### config.mk
export PLATFORM = sky130hd
export DESIGN_NAME = clusterv_dmareq_sched
export DESIGN_NICKNAME = d
export VERILOG_FILES = /design/src/rtl/clusterv_dmareq_sched.sv
export SDC_FILE = /design/constraint.sdc
export NUM_CORES = 1
export LEC_CHECK = 0
export CORE_MARGIN = 2
export CORE_UTILIZATION = 57
export CTS_CLUSTER_SIZE = 28
export DETAILED_ROUTE_END_ITERATION = 10
export DONT_BUFFER_PORTS = 1
export PLACE_DENSITY = 0.82
export REMOVE_ABC_BUFFERS = 1
export SYNTH_ARGS = -nofsm -noshare
export SYNTH_HDL_FRONTEND = slang
export SYNTH_SLANG_ARGS = --single-unit
### constraint.sdc
create_clock -name clock -period 1.9 [get_ports clock]
set_input_delay 0.285 -clock clock [delete_from_list [all_inputs] [get_ports clock]]
set_output_delay 0.285 -clock clock [all_outputs]
set_load 0.01 [all_outputs]
### src/rtl/clusterv_dmareq_sched.sv
// Round-robin scheduler sharing one DMA channel among N_REQ request lines.
// It grants one requester at a time, limits the burst, inserts a holdoff gap and flags ack timeouts.
module clusterv_dmareq_sched #(
  parameter int N_REQ       = 4,
  parameter int BURST_W     = 8,
  parameter int TIMEOUT_W   = 12,
  parameter int HOLDOFF_CYC = 2
) (
  input  logic                       clock,
  input  logic                       reset,
  input  logic [N_REQ-1:0]           req_i,
  input  logic [N_REQ-1:0]           enable_i,
  input  logic [BURST_W-1:0]         burst_len_i,
  input  logic [N_REQ-1:0]           dma_ack_i,
  input  logic [N_REQ-1:0]           err_clr_i,
  output logic [N_REQ-1:0]           dma_req_o,
  output logic [$clog2(N_REQ)-1:0]   grant_id_o,
  output logic                       busy_o,
  output logic                       done_o,
  output logic [N_REQ-1:0]           err_o,
  output logic [1:0]                 dbg_state_o
);

  localparam int IDW = $clog2(N_REQ);
  localparam int HW  = $clog2(HOLDOFF_CYC + 1);
  localparam logic [TIMEOUT_W-1:0] TMR_LAST = {{(TIMEOUT_W-1){1'b1}}, 1'b0};

  typedef enum logic [1:0] {
    S_IDLE  = 2'd0,
    S_GRANT = 2'd1,
    S_HOLD  = 2'd2
  } state_t;

  state_t               r_state;
  logic [IDW-1:0]       r_last;
  logic [IDW-1:0]       r_gid;
  logic [N_REQ-1:0]     r_req;
  logic                 r_busy;
  logic                 r_done;
  logic [N_REQ-1:0]     r_err;
  logic [BURST_W-1:0]   r_cnt;
  logic [BURST_W-1:0]   r_blen;
  logic [TIMEOUT_W-1:0] r_tmr;
  logic [HW-1:0]        r_hcnt;

  logic [N_REQ-1:0]     w_elig;
  logic                 w_found;
  logic [IDW-1:0]       w_pick;
  logic [IDW-1:0]       w_idx;
  logic                 w_ack;
  logic                 w_cnt_hit;
  logic                 w_drop;
  logic                 w_tout;
  logic                 w_release;
  logic [N_REQ-1:0]     w_err_set;

  assign w_elig = req_i & enable_i;

  // Scan starts just after the last granted index so every requester gets a turn.
  always_comb begin
    w_found = 1'b0;
    w_pick  = '0;
    w_idx   = '0;
    for (int i = 1; i <= N_REQ; i++) begin
      w_idx = IDW'((int'(r_last) + i) % N_REQ);
      if (!w_found && w_elig[w_idx]) begin
        w_found = 1'b1;
        w_pick  = w_idx;
      end
    end
  end

  assign w_ack     = dma_ack_i[r_gid];
  assign w_cnt_hit = (r_blen != '0) && w_ack && (r_cnt == r_blen - BURST_W'(1));
  assign w_drop    = !req_i[r_gid] || !enable_i[r_gid];
  assign w_tout    = !w_ack && (r_tmr == TMR_LAST);
  assign w_release = w_cnt_hit || w_drop || w_tout;
  assign w_err_set = (r_state == S_GRANT && w_tout) ? (N_REQ'(1) << r_gid) : '0;

  always_ff @(posedge clock or posedge reset) begin
    if (reset) begin
      r_state <= S_IDLE;
      r_last  <= IDW'(N_REQ - 1);
      r_gid   <= '0;
      r_req   <= '0;
      r_busy  <= 1'b0;
      r_done  <= 1'b0;
      r_err   <= '0;
      r_cnt   <= '0;
      r_blen  <= '0;
      r_tmr   <= '0;
      r_hcnt  <= '0;
    end else begin
      r_done <= 1'b0;
      // A timeout set on the same bit as a clear takes priority.
      r_err  <= (r_err & ~err_clr_i) | w_err_set;
      case (r_state)
        S_IDLE: begin
          if (w_found) begin
            r_state <= S_GRANT;
            r_req   <= N_REQ'(1) << w_pick;
            r_gid   <= w_pick;
            r_busy  <= 1'b1;
            r_cnt   <= '0;
            r_tmr   <= '0;
            r_blen  <= burst_len_i;
          end
        end
        S_GRANT: begin
          if (w_ack) begin
            r_tmr <= '0;
            if (r_cnt != '1) r_cnt <= r_cnt + BURST_W'(1);
          end else if (r_tmr != '1) begin
            r_tmr <= r_tmr + TIMEOUT_W'(1);
          end
          if (w_release) begin
            r_state <= S_HOLD;
            r_req   <= '0;
            r_busy  <= 1'b0;
            r_done  <= 1'b1;
            r_last  <= r_gid;
            r_hcnt  <= '0;
          end
        end
        S_HOLD: begin
          if (r_hcnt == HW'(HOLDOFF_CYC - 1)) r_state <= S_IDLE;
          else                                r_hcnt  <= r_hcnt + HW'(1);
        end
        default: r_state <= S_IDLE;
      endcase
    end
  end

  assign dma_req_o   = r_req;
  assign grant_id_o  = r_gid;
  assign busy_o      = r_busy;
  assign done_o      = r_done;
  assign err_o       = r_err;
  assign dbg_state_o = r_state;

endmodule

### Word level (Yosys, flattened, before mapping)

Index checks and enable logic that the tools add are counted.

* flip-flop bits (word level): 46
* latch bits: 0
* bits in writable memories: 0
* bits in read-only memories: 0
* bits of input ports: 26
* output and inout bits: 14
* word-level logic and storage cells: 117
* memories kept: 0

* add/subtract/negate cells: 8
* multipliers: 0
* div/mod/pow operators: 0
* magnitude comparators: 5
* equality and inequality tests: 14
* shift operators: 2
* multiplexer cells: 46
* bitwise logic cells: 4
* reductions and logical operators: 27

Operator list (number)
* two-way mux 12 bit: 3
* two-way mux 8 bit: 3
* one-hot mux 12 bit (2 select lines): 1
* two-way mux 2 bit: 9
* one-hot mux 8 bit (2 select lines): 1
* < comparator 2 x 3 -> 1 bit (second input constant): 5
* two-way mux 1 bit: 15
* binary-select mux 1 bit (select 2 bit): 7
* adder 12 x 1 -> 12 bit (second input constant): 1
* equality test 12 bit (second input constant): 1
* two-way mux 4 bit: 3
* inequality test 12 bit (second input constant): 1
* AND reduction 3 bit: 4
* inequality test 2 bit (second input constant): 5
* adder 8 x 1 -> 8 bit (second input constant): 1
* AND 4 bit: 2
* equality test 8 bit: 1
* inequality test 8 bit (second input constant): 1
* one-hot mux 4 bit (2 select lines): 1
* nonzero test 8 bit: 1
* << shifter 1 x 2 -> 4 bit (first input constant): 2
* subtractor 8 x 1 -> 8 bit (second input constant): 1
* logical AND 1 bit: 7
* adder 2 x 1 -> 2 bit (second input constant): 3
* other kinds (16): 27

### Depth between registers and ports, before layout

Gate-level depths: netlist of the first run.

* depth after elaboration: 16
* depth in mapped cells: 8

### Least setup slack after synthesis of the first run

Ideal clock, no wire load.

* path type: register -> register
* start point: register r_gid[0] (netlist: grant_id_o[0])
* end point: register r_tmr[0]
* library setup time: 0.125 ns
* data arrival time: 1.948 ns
* data required time: 1.775 ns
* setup slack: -0.173 ns
* cell stages (with the launch flop): 7
* clock period less this slack: 2.073 ns
* cell sequence: dfrtp_1 > buf_6 > mux4_2 > nor4_4 > a41o_2 > nor2_1 > mux2_4

* cells in the longest elaborated chain, start to end: 4

RTL lines
* start: declaration: line 36 `logic [IDW-1:0] r_gid;`
* start signal: assignment: line 102 `r_gid <= w_pick;`
* binary-select mux 1 bit (select 2 bit) (*): line 73 `assign w_ack = dma_ack_i[r_gid];`
* two-way mux 1 bit (implied by the code) (*): line 73
* inequality test 3 x 2 -> 1 bit (no line) or two-way mux 12 bit (tied branches)
* AND reduction 3 bit (no line) or one-hot mux 12 bit (2 select lines) (tied branches)
* end signal: assignment: line 114 `r_tmr <= r_tmr + TIMEOUT_W'(1);`
* end: declaration: line 43 `logic [TIMEOUT_W-1:0] r_tmr;`

Every way passes the cells marked *; elsewhere a longest branch is shown, timed or not. The select of a mux whose other input is x is not followed.
A chain may end at the register's enable or synchronous reset.

### Worst setup path after layout of the first run

* start point: register r_blen[0]
* end point: register r_last[1]

* cells in the longest elaborated chain, start to end: 6

RTL lines
* start: declaration: line 42 `logic [BURST_W-1:0] r_blen;`
* start signal: assignment: line 106 `r_blen <= burst_len_i;`
* subtractor 8 x 1 -> 8 bit or nonzero test 8 bit (tied branches): line 74 `assign w_cnt_hit = (r_blen != '0) && w_ack && (r_cnt == r_blen - BURST_W'(1));`
* equality test 8 bit or logical AND 1 bit (tied branches): line 74
* logical AND 1 bit (*): line 74
* logical OR 1 bit (*) (2 in series): line 77 `assign w_release = w_cnt_hit || w_drop || w_tout;`
* AND reduction 2 bit (no line) (*)
* end signal: assignment: line 83 `r_last <= IDW'(N_REQ - 1);`
* end signal: assignment: line 121 `r_last <= r_gid;`
* end: declaration: line 35 `logic [IDW-1:0] r_last;`

Every way passes the cells marked *; elsewhere a longest branch is shown, timed or not.

==> impl_metrics.env, run 1 <==
export IMPL_cp_required_ns=2.14
export IMPL_grt_remaining_overflow=0
export IMPL_routed_wl_mm=6.54
export IMPL_track_usage_pct=25.6
export IMPL_antenna_found_initial=0
export IMPL_wl_per_cell_microns=17.4
export IMPL_initial_utilization_pct=60.3
export IMPL_slew_headroom_pct=62.0
export IMPL_path_class="flop to flop"
export IMPL_core_region_area_sq_um=4410
export IMPL_min_path_type="input port to async pin"
export IMPL_cp_cell_sequence="inv_2 > ha_4 > o21ba_4 > a221oi_2 > a21oi_1 > or4_4 > buf_4 > o211ai_1 > nand3_1"
export IMPL_synth_distinct_cells=54
export IMPL_drt_drc_violations_left=0
export IMPL_numPortBuffers=0
export IMPL_fin_tns_setup_ns=-2.51
export IMPL_status="complete, but fails checks"
export IMPL_peakVddDrop_mv=0.968
export IMPL_ys_seq_area_share_pct=43.3
export IMPL_num_io_pins=40
export IMPL_grt_pass1_wl_mm=10.4
export IMPL_viasPerCell=6.28
export IMPL_grt_pass1_vias=2288
export IMPL_area_growth_pct=22.0
export IMPL_synth_most_common_cell="dfrtp_1"
export IMPL_clock_path_buffers=2
export IMPL_start_kind="flop"
export IMPL_cts_max_level=2
export IMPL_utilization_pct=73.5
export IMPL_dpl_instance_area_sq_um=2850
export IMPL_power_leakage_nw=1.40
export IMPL_synth_edf_count=0
export IMPL_hold_violations=0
export IMPL_p_total_w=0.00487
export IMPL_setup_viol=22
export IMPL_critPathLaunch="r_blen[0]$_DFFE_PP0P_"
export IMPL_syn_inst=291
export IMPL_crit_family="compound AO/OA/AOI/OAI gates"
export IMPL_fp_dieW_microns=72.3
export IMPL_max_freq_mhz=480
export IMPL_grt_start_max_net_pins=47
export IMPL_clk_pin_slew_ns=0.09
export IMPL_min_period_ns=2.08
export IMPL_post_route_period_util_pct=110
export IMPL_cts_tree="done"
export IMPL_num_antenna_cells=0
export IMPL_drt_iter0_markers=215
export IMPL_power_density_nw_per_um2=1500
export IMPL_numCtsBuffers=5
export IMPL_cp_arrival_ns=2.32
export IMPL_skew_ns=0.0106
export IMPL_gp_congestion=0.917
export IMPL_ant_nets=0
export IMPL_worst_setup_path_end_kind="flop"
export IMPL_nets=354
export IMPL_syn_area_sq_um=2660
export IMPL_rsz0062_at_grt="true"
export IMPL_violations="negative setup slack"
export IMPL_synth_seq_cells=46
export IMPL_drv_slew=0
export IMPL_die_area_sq_um=5230
export IMPL_syn_area_per_cell_sq_um=9.15
export IMPL_drive_gt1_share_pct=26.6
export IMPL_drt_first_pass_iters=4
export IMPL_r2r_start="r_blen[0]$_DFFE_PP0P_"
export IMPL_cp_slowest_cell="or4_4"
export IMPL_fp_row_count=24
export IMPL_max_stage_delay_ns=0.45
export IMPL_route_vias_total=2354
export IMPL_worstPathMaxFanout=5
export IMPL_worst_slew_pin_slew_ns=0.570
export IMPL_clk_latency_ns=0.31
export IMPL_dpl_hpwl_mm=4.28
export IMPL_ys_warn_count=0
export IMPL_yosysTopAreaCellShare_pct=41.4
export IMPL_cp_num_buf_inv=2
export IMPL_numClockSinks=46
export IMPL_drv_cap=0
export IMPL_synth_flop_cell="dfrtp_1"
export IMPL_postSynth_asyncResetShare_pct=100
export IMPL_cts_root_buf="clkbuf_8"
export IMPL_hold_ws_ns=0.00292
export IMPL_ys_top_cells_by_area="dfrtp_1 (41%), nand2_1 (5.2%), xor2_1 (4.6%)"
export IMPL_fin_ws_ns=-0.184
export IMPL_die_h_microns=72.3
export IMPL_synth_common_cells="dfrtp_1 (44), nand2_1 (37), nor2_1 (25), o21ai_0 (23), a21oi_1 (18)"
export IMPL_synth_top_area_cell="dfrtp_1"
export IMPL_postLayoutCellArea_sq_um=3250
[layout make-up]
| type | count | area, sq um |
|---|---|---|
| timing repair buffer | 33 | 263 |
| multi-input combinational | 221 | 1560 |
| fill | 307 | 1170 |
| clock buffer | 6 | 82.6 |
| tap | 52 | 65.1 |
| clock inverter | 2 | 60.1 |
| sequential | 46 | 1150 |
| inverter | 15 | 56.3 |
[repair_timing]
action                                  4_1_cts  5_1_grt
gates resized for setup                      19       24
cloned                                        0        1
pin swaps                                    12       13
buffers inserted                              7        3
hold buffers                                  0        0
endpoints found under the setup margin       20       33
[routing by layer]
layer	routed length, microns	global-route usage (%)	vias to the layer above
li1	-	-	1107
met1	2690	31.3	1146
met2	3350	44.2	91
met3	416	5.69	10
met4	73	9.22	0
met5	0	0	-
[per-stage QoR]
step / instances / setup WS [ns]
2_1_floorplan: 281 / -0.390
3_3_place_gp: 356 / -0.205
3_5_place_dp: 356 / -0.266
4_1_cts: 371 / -0.155
5_1_grt: 375 / -0.310
6_report: 375 / -0.184
[power by group]
group          switching, W  internal, W  total [W]
Sequential         0.000341      0.00126    0.00160
Combinational       0.00129      0.00108    0.00237
Clock              0.000342     0.000561   0.000903
[cells in the final DEF (no fill, tap or decap), types with 7 or more instances in the layout]
cell / synthesis / layout
a21oi_1: 18 / 15
buf_4: 0 / 29
dfrtp_1: 44 / 43
inv_1: 15 / 12
nand2_1: 37 / 34
nand3_1: 12 / 12
nand4_1: 10 / 10
nor2_1: 25 / 22
o21ai_0: 23 / 19
xnor2_1: 7 / 7
xor2_1: 14 / 13
[worst paths after layout]
path | to | slack (ns) | cells past startpoint
worst max-delay path | r_last[1]$_DFFE_PP1P_ | -0.18 | 9
worst min register to register | r_tmr[6]$_DFFE_PP0P_ | 0.54 | 1
worst max register to register | r_last[1]$_DFFE_PP1P_ | -0.18 | 9
worst min-delay path | r_tmr[2]$_DFFE_PP0P_ | 0.003 | 2
min in group clock | err_o[2]$_DFF_PP0_ | 0.07 | 1
max in group asynchronous | r_cnt[0]$_DFFE_PP0P_ | 1.48 | 2
[logic make-up (layout without fill, tap and decap cells)]
kind of cell               count (synthesis)  after routing  synth area share, %
and+or+nand+nor                          116            116                 22.4
AOI/OAI and AO/OA                         73             74                 17.9
DFF                                       46             46                 43.3
buffers and inverters                     25             56                 4.00
xor gates and xnor gates                  21             21                 6.91
adders and majority gates                  6              6                 2.82
muxes                                      4              4                 2.63
[state kept, by name, summed over array words and instances (netlist names), 2 cells and up]
name and flops:
dma_req_o 4, dbg_state_o 2, r_hcnt 2, r_cnt 8, err_o 4, r_tmr 12, r_last 2, grant_id_o 2
r_blen 8
[worst reg2reg max path: cells and delay by family, from the launching register on]
kind            cells  cell delay [ns]
compound gates      4             0.71
fa+ha+maj           1             0.18
buf+inv             2             0.22
flops               1             0.37
simple gates        2             0.54
(Power assumes the default switching activity.)
==> run 2, diff against run 1 <==
--- a/config.mk
+++ b/config.mk
@@ -6,11 +6,13 @@
 export NUM_CORES = 1
 export LEC_CHECK = 0
 export CORE_MARGIN = 2
-export CORE_UTILIZATION = 57
+export CORE_UTILIZATION = 59
+export CTS_BUF_LIST = sky130_fd_sc_hd__clkbuf_4 sky130_fd_sc_hd__clkbuf_8
 export CTS_CLUSTER_SIZE = 28
 export DETAILED_ROUTE_END_ITERATION = 10
 export DONT_BUFFER_PORTS = 1
-export PLACE_DENSITY = 0.82
+export MAX_ROUTING_LAYER = met4
+export PLACE_DENSITY = 0.85
 export REMOVE_ABC_BUFFERS = 1
 export SYNTH_ARGS = -nofsm -noshare
 export SYNTH_HDL_FRONTEND = slang
==> run 2 against run 1 <==
  * The flow finishes with violations (negative hold slack, negative setup slack)
  * Clock skew decreased by 0.0023 ns
  * Via count decreased by 0.17%
  * Sequential share of layout area increased by 0.30 points
  * Total power decreased by 3.9%
  * Maximum frequency decreased by 1.6%
  * Design area decreased by 0.85%
  * Sequential power about the same
  * Die area decreased by 3.2%
  * Worst setup slack got worse by 0.033 ns
  * Critical path type unchanged
  * Highest routed layer unchanged
==> impl_metrics.env, run 2 (synthesis results as in run 1) <==
export IMPL_r2r_end="dma_req_o[0]$_DFFE_PP0P_"
export IMPL_wl_per_cell_microns=17.1
export IMPL_worst_slew_pin_slew_ns=0.570
export IMPL_drt_iter0_markers=275
export IMPL_final_cell_mix="dfrtp_1 (43), nand2_1 (34), buf_4 (29)"
export IMPL_worst_setup_path_end_kind="flop"
export IMPL_initial_utilization_pct=61.1
export IMPL_die_h_microns=71.2
export IMPL_reg2reg_setup_slack_ns=-0.22
export IMPL_gp_congestion=0.855
export IMPL_min_path_type="input port to async pin"
export IMPL_violations="negative hold slack, negative setup slack"
export IMPL_ant_nets=0
export IMPL_cp_required_ns=2.10
export IMPL_place_inst=360
export IMPL_numPortBuffers=0
export IMPL_peakVddDrop_mv=0.923
export IMPL_grt_pass1_wl_mm=10.2
export IMPL_reg_top3="r_tmr: 12 flops, r_blen: 8 flops, r_cnt: 8 flops"
export IMPL_nets=353
export IMPL_grt_pass1_vias=2262
export IMPL_skew_ns=0.00832
export IMPL_grt_start_max_net_pins=47
export IMPL_crit_family="compound AO/OA/AOI/OAI gates"
export IMPL_cp_slowest_cell="or4_4"
export IMPL_r2r_start="r_blen[1]$_DFFE_PP0P_"
export IMPL_drt_drc_violations_left=0
export IMPL_clock_path_buffers=2
export IMPL_post_route_period_util_pct=111
export IMPL_antenna_found_initial=0
export IMPL_drive_gt1_share_pct=26.7
export IMPL_finalNonFillerCells=374
export IMPL_start_kind="flop"
export IMPL_cp_arrival_ns=2.31
export IMPL_min_period_ns=2.12
export IMPL_cts_max_level=2
export IMPL_routed_wl_mm=6.38
export IMPL_clk_pin_slew_ns=0.09
export IMPL_core_region_area_sq_um=4350
export IMPL_regArea_sq_um=1150
export IMPL_power_leakage_nw=1.39
export IMPL_largest_register_ffs=12
export IMPL_numCtsBuffers=5
export IMPL_fin_ws_ns=-0.218
export IMPL_cts_root_buf="clkbuf_8"
export IMPL_worstPathMaxFanout=8
export IMPL_drt_first_pass_iters=4
export IMPL_numClockSinks=46
export IMPL_max_freq_mhz=472
export IMPL_drv_cap=0
export IMPL_track_usage_pct=26.4
export IMPL_hold_buffers=0
export IMPL_largest_register="r_tmr"
export IMPL_final_common_cell="dfrtp_1"
export IMPL_setup_viol=15
export IMPL_dpl_hpwl_mm=4.39
export IMPL_utilization_pct=73.9
export IMPL_grt_remaining_overflow=0
export IMPL_hold_violations=14
export IMPL_drv_slew=0
export IMPL_multi_input_area_sq_um=1570
export IMPL_num_antenna_cells=0
export IMPL_viasPerCell=6.28
export IMPL_area_growth_pct=20.9
export IMPL_power_density_nw_per_um2=1450
export IMPL_max_stage_delay_ns=0.45
export IMPL_die_area_sq_um=5060
export IMPL_clk_latency_ns=0.31
export IMPL_r2r_cells=8
export IMPL_num_io_pins=40
export IMPL_path_class="flop to flop"
export IMPL_slew_headroom_pct=62.0
export IMPL_fp_row_count=24
export IMPL_hold_ws_ns=-0.0124
export IMPL_route_vias_total=2350
export IMPL_cp_cell_sequence="inv_2 > ha_4 > o21ba_4 > a221oi_2 > a21oi_2 > or4_4 > o21ai_4 > a21oi_1"
export IMPL_cts_tree="done"
export IMPL_fp_dieW_microns=71.2
export IMPL_rsz0062_at_grt="true"
export IMPL_pre_cts_ws_ns=-0.261
export IMPL_fill_cells=284
export IMPL_status="complete, but fails checks"
export IMPL_cp_num_buf_inv=1
-- run 2: changes by cell type in the layout (fill, tap and decap cells not counted), sizes merged --
cell / previous run / this run
clkinv: 0 / 2
bufinv: 2 / 1
a21oi: 20 / 19
clkbuf: 6 / 5
-- run 2: through the flow --
stage                     setup TNS [ns]  cell area (sq um)  hold slack [ns]  power [W]
after floorplan                    -4.88               2610            0.381    0.00279
after global placement             -1.60               2880            0.344    0.00341
after detailed placement           -2.30               2880            0.346    0.00351
after CTS                          -1.51               3100           0.0145    0.00447
after global routing               -3.66               3220           0.0494    0.00497
final                              -1.93               3220          -0.0124    0.00468
-- run 2: worst max-delay path by stage --
stage,cells past startpoint,start,slack (ns),to
detailed placement,8,r_blen[0]$_DFFE_PP0P_,-0.26,dma_req_o[1]$_DFFE_PP0P_
floorplan,6,enable_i[3],-0.39,dma_req_o[1]$_DFFE_PP0P_
global placement,8,r_blen[0]$_DFFE_PP0P_,-0.20,dbg_state_o[0]$_DFFE_PP0P_
global route,8,r_blen[0]$_DFFE_PP0P_,-0.30,dma_req_o[0]$_DFFE_PP0P_
finish,8,r_blen[1]$_DFFE_PP0P_,-0.22,dma_req_o[0]$_DFFE_PP0P_
CTS,8,r_blen[0]$_DFFE_PP0P_,-0.17,dbg_state_o[0]$_DFFE_PP0P_
-- run 2: metal layers --
layer / global-route usage, % / share of wire (%)
met1: 32.5 / 41
met2: 41.7 / 50
met3: 6.55 / 6.1
met4: 10.9 / 2.9
met5: - / 0
-- run 2: what timing repair did --
action                                  4_1_cts  5_1_grt
resized for setup                            23       24
pin swaps                                    17       15
setup buffers                                 4        2
endpoints found under the setup margin       21       36
-- run 2: final cells by class --
class	instances	area share (%)
tap	52	2.02
multi-input combinational	220	48.8
clock buffer	5	2.14
clock inverter	3	1.24
inverter	15	1.75
sequential	46	35.9
timing repair buffer	33	8.16
-- run 2: power by group --
group / switching [W] / internal [W] / total [W] / leakage [nW]
logic: 0.00126 / 0.00108 / 0.00234 / 0.728
clock network: 0.000347 / 0.000387 / 0.000735 / 0.0579
registers: 0.000349 / 0.00126 / 0.00160 / 0.601
